===== src/rtl/enable_generator_pkg.sv =====
// Shared types and constants for the enable generator sequencer and its compare channels.
package enable_generator_pkg;

    typedef enum logic [1:0] {
        IDLE  = 2'd0,
        ARMED = 2'd1,
        RUN   = 2'd2,
        DRAIN = 2'd3
    } seq_state_t;

    localparam logic STOP_AT_END    = 1'b0;
    localparam logic STOP_IMMEDIATE = 1'b1;

    // Compare channels only produce pulses while the counter is genuinely counting.
    function automatic logic compare_active(input seq_state_t s);
        return (s == RUN) || (s == DRAIN);
    endfunction

endpackage


===== src/rtl/enable_generator_sequencer_compare.sv =====
// One compare channel: holds its threshold and emits a registered single-cycle pulse on match.
module enable_compare_unit #(
    parameter int CW = 32
) (
    input  logic          clock,
    input  logic          reset,
    input  logic          load_i,
    input  logic [CW-1:0] thresh_i,
    input  logic [CW-1:0] counter_i,
    input  logic [CW-1:0] period_i,
    input  logic          active_i,
    output logic          pulse_o
);

    logic [CW-1:0] thresh_q;
    logic [CW-1:0] thresh_d;
    logic          pulse_q;
    logic          pulse_d;

    // A threshold at or beyond the period can never be reached, so the channel stays silent.
    always_comb begin
        thresh_d = thresh_q;
        pulse_d  = 1'b0;
        if (load_i) begin
            thresh_d = thresh_i;
        end
        if (active_i && (counter_i == thresh_q) && (thresh_q < period_i)) begin
            pulse_d = 1'b1;
        end
    end

    always_ff @(posedge clock) begin
        if (reset) begin
            thresh_q <= '0;
            pulse_q  <= 1'b0;
        end else begin
            thresh_q <= thresh_d;
            pulse_q  <= pulse_d;
        end
    end

    assign pulse_o = pulse_q;

endmodule


===== src/rtl/enable_generator_sequencer.sv =====
// Run controller for one enable_generator_counter: start/stop FSM, cfg handshake, pending shadow.
// Defining ENABLE_GENERATOR_SEQ_IRQ_EN adds the sticky irq output and its irq_clear input.
module enable_generator_sequencer
    import enable_generator_pkg::*;
#(
    parameter int COUNTER_WIDTH = 32,
    parameter int N_ENABLES     = 3
) (
    input  logic                             clock,
    input  logic                             reset,
    input  logic                             start,
    input  logic                             stop,
    input  logic                             stop_mode,
    input  logic                             cfg_valid,
    output logic                             cfg_ready,
    input  logic [COUNTER_WIDTH-1:0]         cfg_period,
    input  logic [N_ENABLES*COUNTER_WIDTH-1:0] cfg_thresh,
    input  logic [COUNTER_WIDTH-1:0]         counter_in,
    output logic                             gen_enable,
    output logic [COUNTER_WIDTH-1:0]         period_out,
    output logic [N_ENABLES-1:0]             enable_out,
    output logic                             running,
    output logic                             cfg_error,
`ifdef ENABLE_GENERATOR_SEQ_IRQ_EN
    output logic                             irq,
    input  logic                             irq_clear,
`endif
    output seq_state_t                       state_dbg
);

    localparam int CW = COUNTER_WIDTH;
    localparam int TW = N_ENABLES * COUNTER_WIDTH;
    localparam logic [CW-1:0] ONE = {{(CW-1){1'b0}}, 1'b1};

    seq_state_t    state_q, state_d;
    logic [CW-1:0] period_q, period_d;
    logic          pend_q, pend_d;
    logic [CW-1:0] pend_period_q, pend_period_d;
    logic [TW-1:0] pend_thresh_q, pend_thresh_d;
    logic          cfg_error_q, cfg_error_d;

    logic          wrap;
    logic          cfg_xfer;
    logic          thr_load;
    logic [TW-1:0] thr_value;
    logic          cmp_active;

    // Last count of a period; the subtraction is masked off when the period is zero.
    assign wrap     = (state_q != IDLE) && (period_q != '0) && (counter_in == (period_q - ONE));
    assign cfg_xfer = cfg_valid && cfg_ready;

    // cfg handshake: a set transfers on any cycle where cfg_valid and cfg_ready are both high.
    // cfg_ready depends only on state and pending, never on cfg_valid. In IDLE the set is
    // applied next cycle; in ARMED/RUN it is parked in the shadow until the next period wrap.
    always_comb begin
        state_d       = state_q;
        period_d      = period_q;
        pend_d        = pend_q;
        pend_period_d = pend_period_q;
        pend_thresh_d = pend_thresh_q;
        cfg_error_d   = cfg_error_q;
        cfg_ready     = 1'b0;
        thr_load      = 1'b0;
        thr_value     = cfg_thresh;

        case (state_q)
            IDLE: begin
                cfg_ready = 1'b1;
                if (start && (period_q != '0)) begin
                    state_d = ARMED;
                end
            end
            ARMED, RUN: begin
                cfg_ready = !pend_q;
                if (stop) begin
                    state_d = (stop_mode == STOP_IMMEDIATE) ? IDLE : DRAIN;
                end else begin
                    state_d = RUN;
                end
            end
            DRAIN: begin
                if ((stop && (stop_mode == STOP_IMMEDIATE)) || wrap) begin
                    state_d = IDLE;
                end
            end
            default: state_d = IDLE;
        endcase

        if (wrap && pend_q) begin
            period_d  = pend_period_q;
            thr_load  = 1'b1;
            thr_value = pend_thresh_q;
            pend_d    = 1'b0;
        end

        if (cfg_xfer) begin
            cfg_error_d = 1'b0;
            if (state_q == IDLE) begin
                period_d  = cfg_period;
                thr_load  = 1'b1;
                thr_value = cfg_thresh;
                pend_d    = 1'b0;
            end else begin
                pend_d        = 1'b1;
                pend_period_d = cfg_period;
                pend_thresh_d = cfg_thresh;
            end
        end

        // A refused start reports against the period it saw, even if a new set lands alongside.
        if ((state_q == IDLE) && start && (period_q == '0)) begin
            cfg_error_d = 1'b1;
        end
    end

    always_ff @(posedge clock) begin
        if (reset) begin
            state_q       <= IDLE;
            period_q      <= '0;
            pend_q        <= 1'b0;
            pend_period_q <= '0;
            pend_thresh_q <= '0;
            cfg_error_q   <= 1'b0;
        end else begin
            state_q       <= state_d;
            period_q      <= period_d;
            pend_q        <= pend_d;
            pend_period_q <= pend_period_d;
            pend_thresh_q <= pend_thresh_d;
            cfg_error_q   <= cfg_error_d;
        end
    end

    assign cmp_active = compare_active(state_q);

    for (genvar g = 0; g < N_ENABLES; g++) begin : g_cmp
        enable_compare_unit #(
            .CW(CW)
        ) u_cmp (
            .clock    (clock),
            .reset    (reset),
            .load_i   (thr_load),
            .thresh_i (thr_value[g*CW +: CW]),
            .counter_i(counter_in),
            .period_i (period_q),
            .active_i (cmp_active),
            .pulse_o  (enable_out[g])
        );
    end

`ifdef ENABLE_GENERATOR_SEQ_IRQ_EN
    logic irq_q, irq_d;

    always_comb begin
        irq_d = irq_q;
        if (irq_clear) begin
            irq_d = 1'b0;
        end
        if ((wrap && (state_q == RUN)) || ((state_q == DRAIN) && (state_d == IDLE))) begin
            irq_d = 1'b1;
        end
    end

    always_ff @(posedge clock) begin
        if (reset) begin
            irq_q <= 1'b0;
        end else begin
            irq_q <= irq_d;
        end
    end

    assign irq = irq_q;
`endif

    // State is registered, so gen_enable falls the cycle IDLE is entered.
    assign gen_enable = (state_q != IDLE);
    assign running    = (state_q != IDLE);
    assign period_out = period_q;
    assign cfg_error  = cfg_error_q;
    assign state_dbg  = state_q;

endmodule

===== config.mk =====
export PLATFORM = sky130hd
export DESIGN_NAME = enable_generator_sequencer
export DESIGN_NICKNAME = d
export VERILOG_FILES = /design/src/rtl/enable_generator_pkg.sv /design/src/rtl/enable_generator_sequencer_compare.sv /design/src/rtl/enable_generator_sequencer.sv
export SDC_FILE = /design/constraint.sdc
export NUM_CORES = 1
export LEC_CHECK = 0
export ABC_AREA = 1
export CAP_MARGIN = 10
export CORE_MARGIN = 5
export CORE_UTILIZATION = 49
export DETAILED_ROUTE_END_ITERATION = 7
export PLACE_DENSITY = 0.72
export SYNTH_ARGS = -nofsm -noshare
export SYNTH_HDL_FRONTEND = slang
export SYNTH_SLANG_ARGS = --single-unit

===== constraint.sdc =====
create_clock -name clock -period 3.1 [get_ports clock]
set_input_delay 0.465 -clock clock [delete_from_list [all_inputs] [get_ports clock]]
set_output_delay 0.465 -clock clock [all_outputs]
set_load 0.01 [all_outputs]

==> run_results.csv <==
group,metric,value,unit
synthesis,avgSynthCellArea,6.27,um2
synthesis,syn_area,17000,um2
sta,tightest_slew,914,ps
detailed_routing,first_pass_iters,5,
power,leakagePower,9.90,nW
detailed_routing,first_iter_violations,1839,
synthesis,synth_cells,2715,
detailed_routing,top_layer,"met5",
sta,hold_viol_final,0,
detailed_routing,final_antenna_net_count,0,
final_layout,multi_input_area,9840,um2
critical_path,crit_path_end,"gen_enable",
power,seqPwrFrac,28.7,%
detailed_routing,drc,0,
sta,timing.hold.ws,272,ps
power,clkPwrFrac,20.4,%
critical_path,worstPathMaxFanout,31,
global_route,grtUsageTotal,34.2,%
detailed_routing,drt-met1-wl,29.9,mm
power,p_per_area,866,nW/um2
final_layout,final_area,20800,um2
clocking,cts.path.max_buffers,3,
clocking,cts_buffers,30,
critical_path,rr_worst_depth,18,
detailed_routing,vias_per_cell,5.61,
sta,max_slew_margin,39.0,%
final_layout,drive_gt1_share,5.84,%
final_layout,n_fill_cell,3267,
sta,post-route-period-util,94.6,%
synthesis,synth_fp_nets,2979,
clocking,htreeDepth,1,
clocking,post-cts-setup-buffers,0,
global_route,grt_pass1_vias,17459,
power,swShare,47.2,%
place,post-place-cells,3296,
final_layout,fin_nets,3137,
global_route,antenna_found_initial,3,
critical_path,r2r_slack,170,ps
sta,clock-skew-final,22.3,ps
clocking,cts_tree,"yes",
synthesis,ys_seq_elements,263,
synthesis,synthFlopType,"dfxtp_1",
synthesis,ys_seq_area_share,31.0,%
synthesis,synthTopCellsByArea,"dfxtp_1, nand2_1, nor2_1",
min_path,hold_start,"reset",
final_layout,area_growth,22.5,%
critical_path,reg2reg_from,"period_out[1]$_SDFF_PP0_",
clocking,clk_pin_slew,70,ps
die,core_area,34400,um2
place,placed_area,19800,um2
power,switchingPower,8.51,mW
final_layout,fin_cells,3351,
critical_path,cp.arrival,2470,ps
die,die_w,196,um
critical_path,worstPathRequired,2630,ps
synthesis,synthTopCellsByCount,"nand2_1, nor2_1, inv_1",
synthesis,ys_warn_count,0,
die,placementRows,68,
synthesis,async_flop_share,0,%
clocking,cts_sinks,263,
die,die_y,196,um
global_route,gr-total-overflow,0,
die,io_pins,207,
clocking,clk-insertion-delay-late,600,ps
sta,slew_viol_final,0,
synthesis,yosysMostFrequentCell,"nand2_1",
detailed_routing,wl_met3,5.72,mm
detailed_routing,vias,18789,
clocking,cts-root-buf,"clkbuf_16",
die,die_area,38500,um2
die,start_util,49.5,%
detailed_routing,wl_per_cell,20.5,um
critical_path,endpoint_kind,"output pin",
power,combPwrFrac,50.9,%
min_path,hold_path_class,"in -> reg",
sta,finalSetupViolCount,0,
synthesis,yosys.area.top_type,"dfxtp_1",
synthesis,netlist.area_leader.share,31.0,%
critical_path,setup.worst_path.class,"reg -> out",
place,io_buffers,206,
sta,setup_tns,0,ps
place,dpl.hpwl,50.0,mm
sta,rsz0062_at_grt,"false",
synthesis,synth_edf_count,0,
sta,post-route-min-period,2930,ps
power,ir_drop,0.632,mV
detailed_routing,wl_met2,30.4,mm
critical_path,r2r_end,"g_cmp[2].u_cmp.thresh_q[4]$_SDFFE_PP0P_",
critical_path,cp-startpoint,"state_dbg[0]$_SDFFE_PP0P_",
final_layout,ff_latch_area,5270,um2
detailed_routing,routed_wl,68.6,mm
outcome,run_status,"complete, no violations",
power,p_int,9.53,mW
place,place.gp.congestion,1.07,
sta,fmax,341,MHz
synthesis,synth_cell_type_count,45,
critical_path,worstSetupStartpointType,"flip-flop",
global_route,grt_pass1_wl,104,mm
global_route,grt_max_degree,186,
flow_run,maxCapViolCount,0,
==> worst max-delay path, stage by stage (launching register included) <==
cell and delay (ps):
dfxtp_1 380, inv_1 100, ha_2 270, inv_4 70, buf_4 400, clkdlybuf4s50_1 630
==> per-layer routing <==
layer | global-route usage [%] | up-vias
li1 | - | 9047
met5 | 0 | -
met3 | 5.08 | 131
met2 | 53.7 | 910
met4 | 11.2 | 4
met1 | 48.4 | 8697
==> state kept, by name, indices dropped and copies added, names as in the netlist <==
signal,cells
g_cmp.u_cmp.thresh_q,96
pend_thresh_q,96
pend_period_q,32
period_out,32
g_cmp.u_cmp.pulse_o,3
state_dbg,2
cfg_error,1
pend_q,1
==> stage by stage <==
stage	util [%]	setup slack, ps	total power [mW]
2_1_floorplan	-	656	10.8
3_3_place_gp	57.6	95.8	14.0
3_5_place_dp	57.6	46.6	14.2
4_1_cts	60.5	75.7	17.9
5_1_grt	60.6	5.65	19.2
6_report	60.6	166	18.0
==> logic make-up (layout without fill, tap and decap cells) <==
| logic type | Yosys count | after routing | share of synthesized area (%) |
|---|---|---|---|
| AO/OA/AOI/OAI | 278 | 278 | 9.08 |
| AND/OR/NAND/NOR | 1525 | 1525 | 38.0 |
| flip-flops | 263 | 263 | 31.0 |
| XOR/XNOR | 61 | 61 | 3.22 |
| adder cells (fa/ha/maj) | 98 | 98 | 7.21 |
| buffers and inverters | 490 | 670 | 11.5 |
| other | 0 | 1 | 0 |
==> cells in the final DEF, fill, tap and decap left out, drive strengths merged, types with 36 or more instances in the layout <==
cell type / netlist / layout
nand4: 143 / 143
a21oi: 184 / 184
ha: 98 / 98
clkdlybuf4s50: 0 / 205
buf: 51 / 87
inv: 320 / 325
nor2: 394 / 394
dfxtp: 263 / 263
clkbuf: 115 / 36
nand3: 202 / 202
nand2: 757 / 757
==> power by group through the flow <==
stage | clock network (mW) | registers [mW] | logic (mW)
3_3_place_gp | 0 | 5.18 | 8.82
5_1_grt | 3.85 | 5.24 | 10.1
4_1_cts | 3.71 | 5.13 | 9.04
2_1_floorplan | 0 | 4.88 | 5.88
3_5_place_dp | 0 | 5.19 | 8.98
6_report | 3.68 | 5.18 | 9.19
==> cell type report <==
| class | instances | share of cell area (%) |
|---|---|---|
| diodes | 1 | 0.0120 |
| inverters | 324 | 5.85 |
| clock buffers | 36 | 3.81 |
| flip-flops and latches | 263 | 25.3 |
| multi-input cells | 1962 | 47.2 |
| clock inverters | 18 | 1.03 |
| repair buffers | 292 | 14.1 |
| well taps | 455 | 2.73 |
==> worst min path at each step <==
| stage | depth (start not counted) | end | slack (ps) |
|---|---|---|---|
| 6_report | 2 | g_cmp[0].u_cmp.thresh_q[10]$_SDFFE_PP0P_ | 270 |
| 5_1_grt | 2 | g_cmp[0].u_cmp.thresh_q[31]$_SDFFE_PP0P_ | 260 |
| 4_1_cts | 2 | g_cmp[0].u_cmp.thresh_q[10]$_SDFFE_PP0P_ | 250 |
| 3_5_place_dp | 2 | pend_thresh_q[23]$_SDFFE_PP0P_ | 450 |
| 3_3_place_gp | 2 | pend_thresh_q[5]$_SDFFE_PP0P_ | 450 |
| 2_1_floorplan | 2 | pend_period_q[26]$_SDFFE_PP0P_ | 440 |
==> timing repair <==
item | 4_1_cts | 5_1_grt
endpoints found under the setup margin | 0 | 131
resized for setup | 0 | 8
hold buffers | 0 | 0
Note: power is estimated with default switching activity, not from simulation.
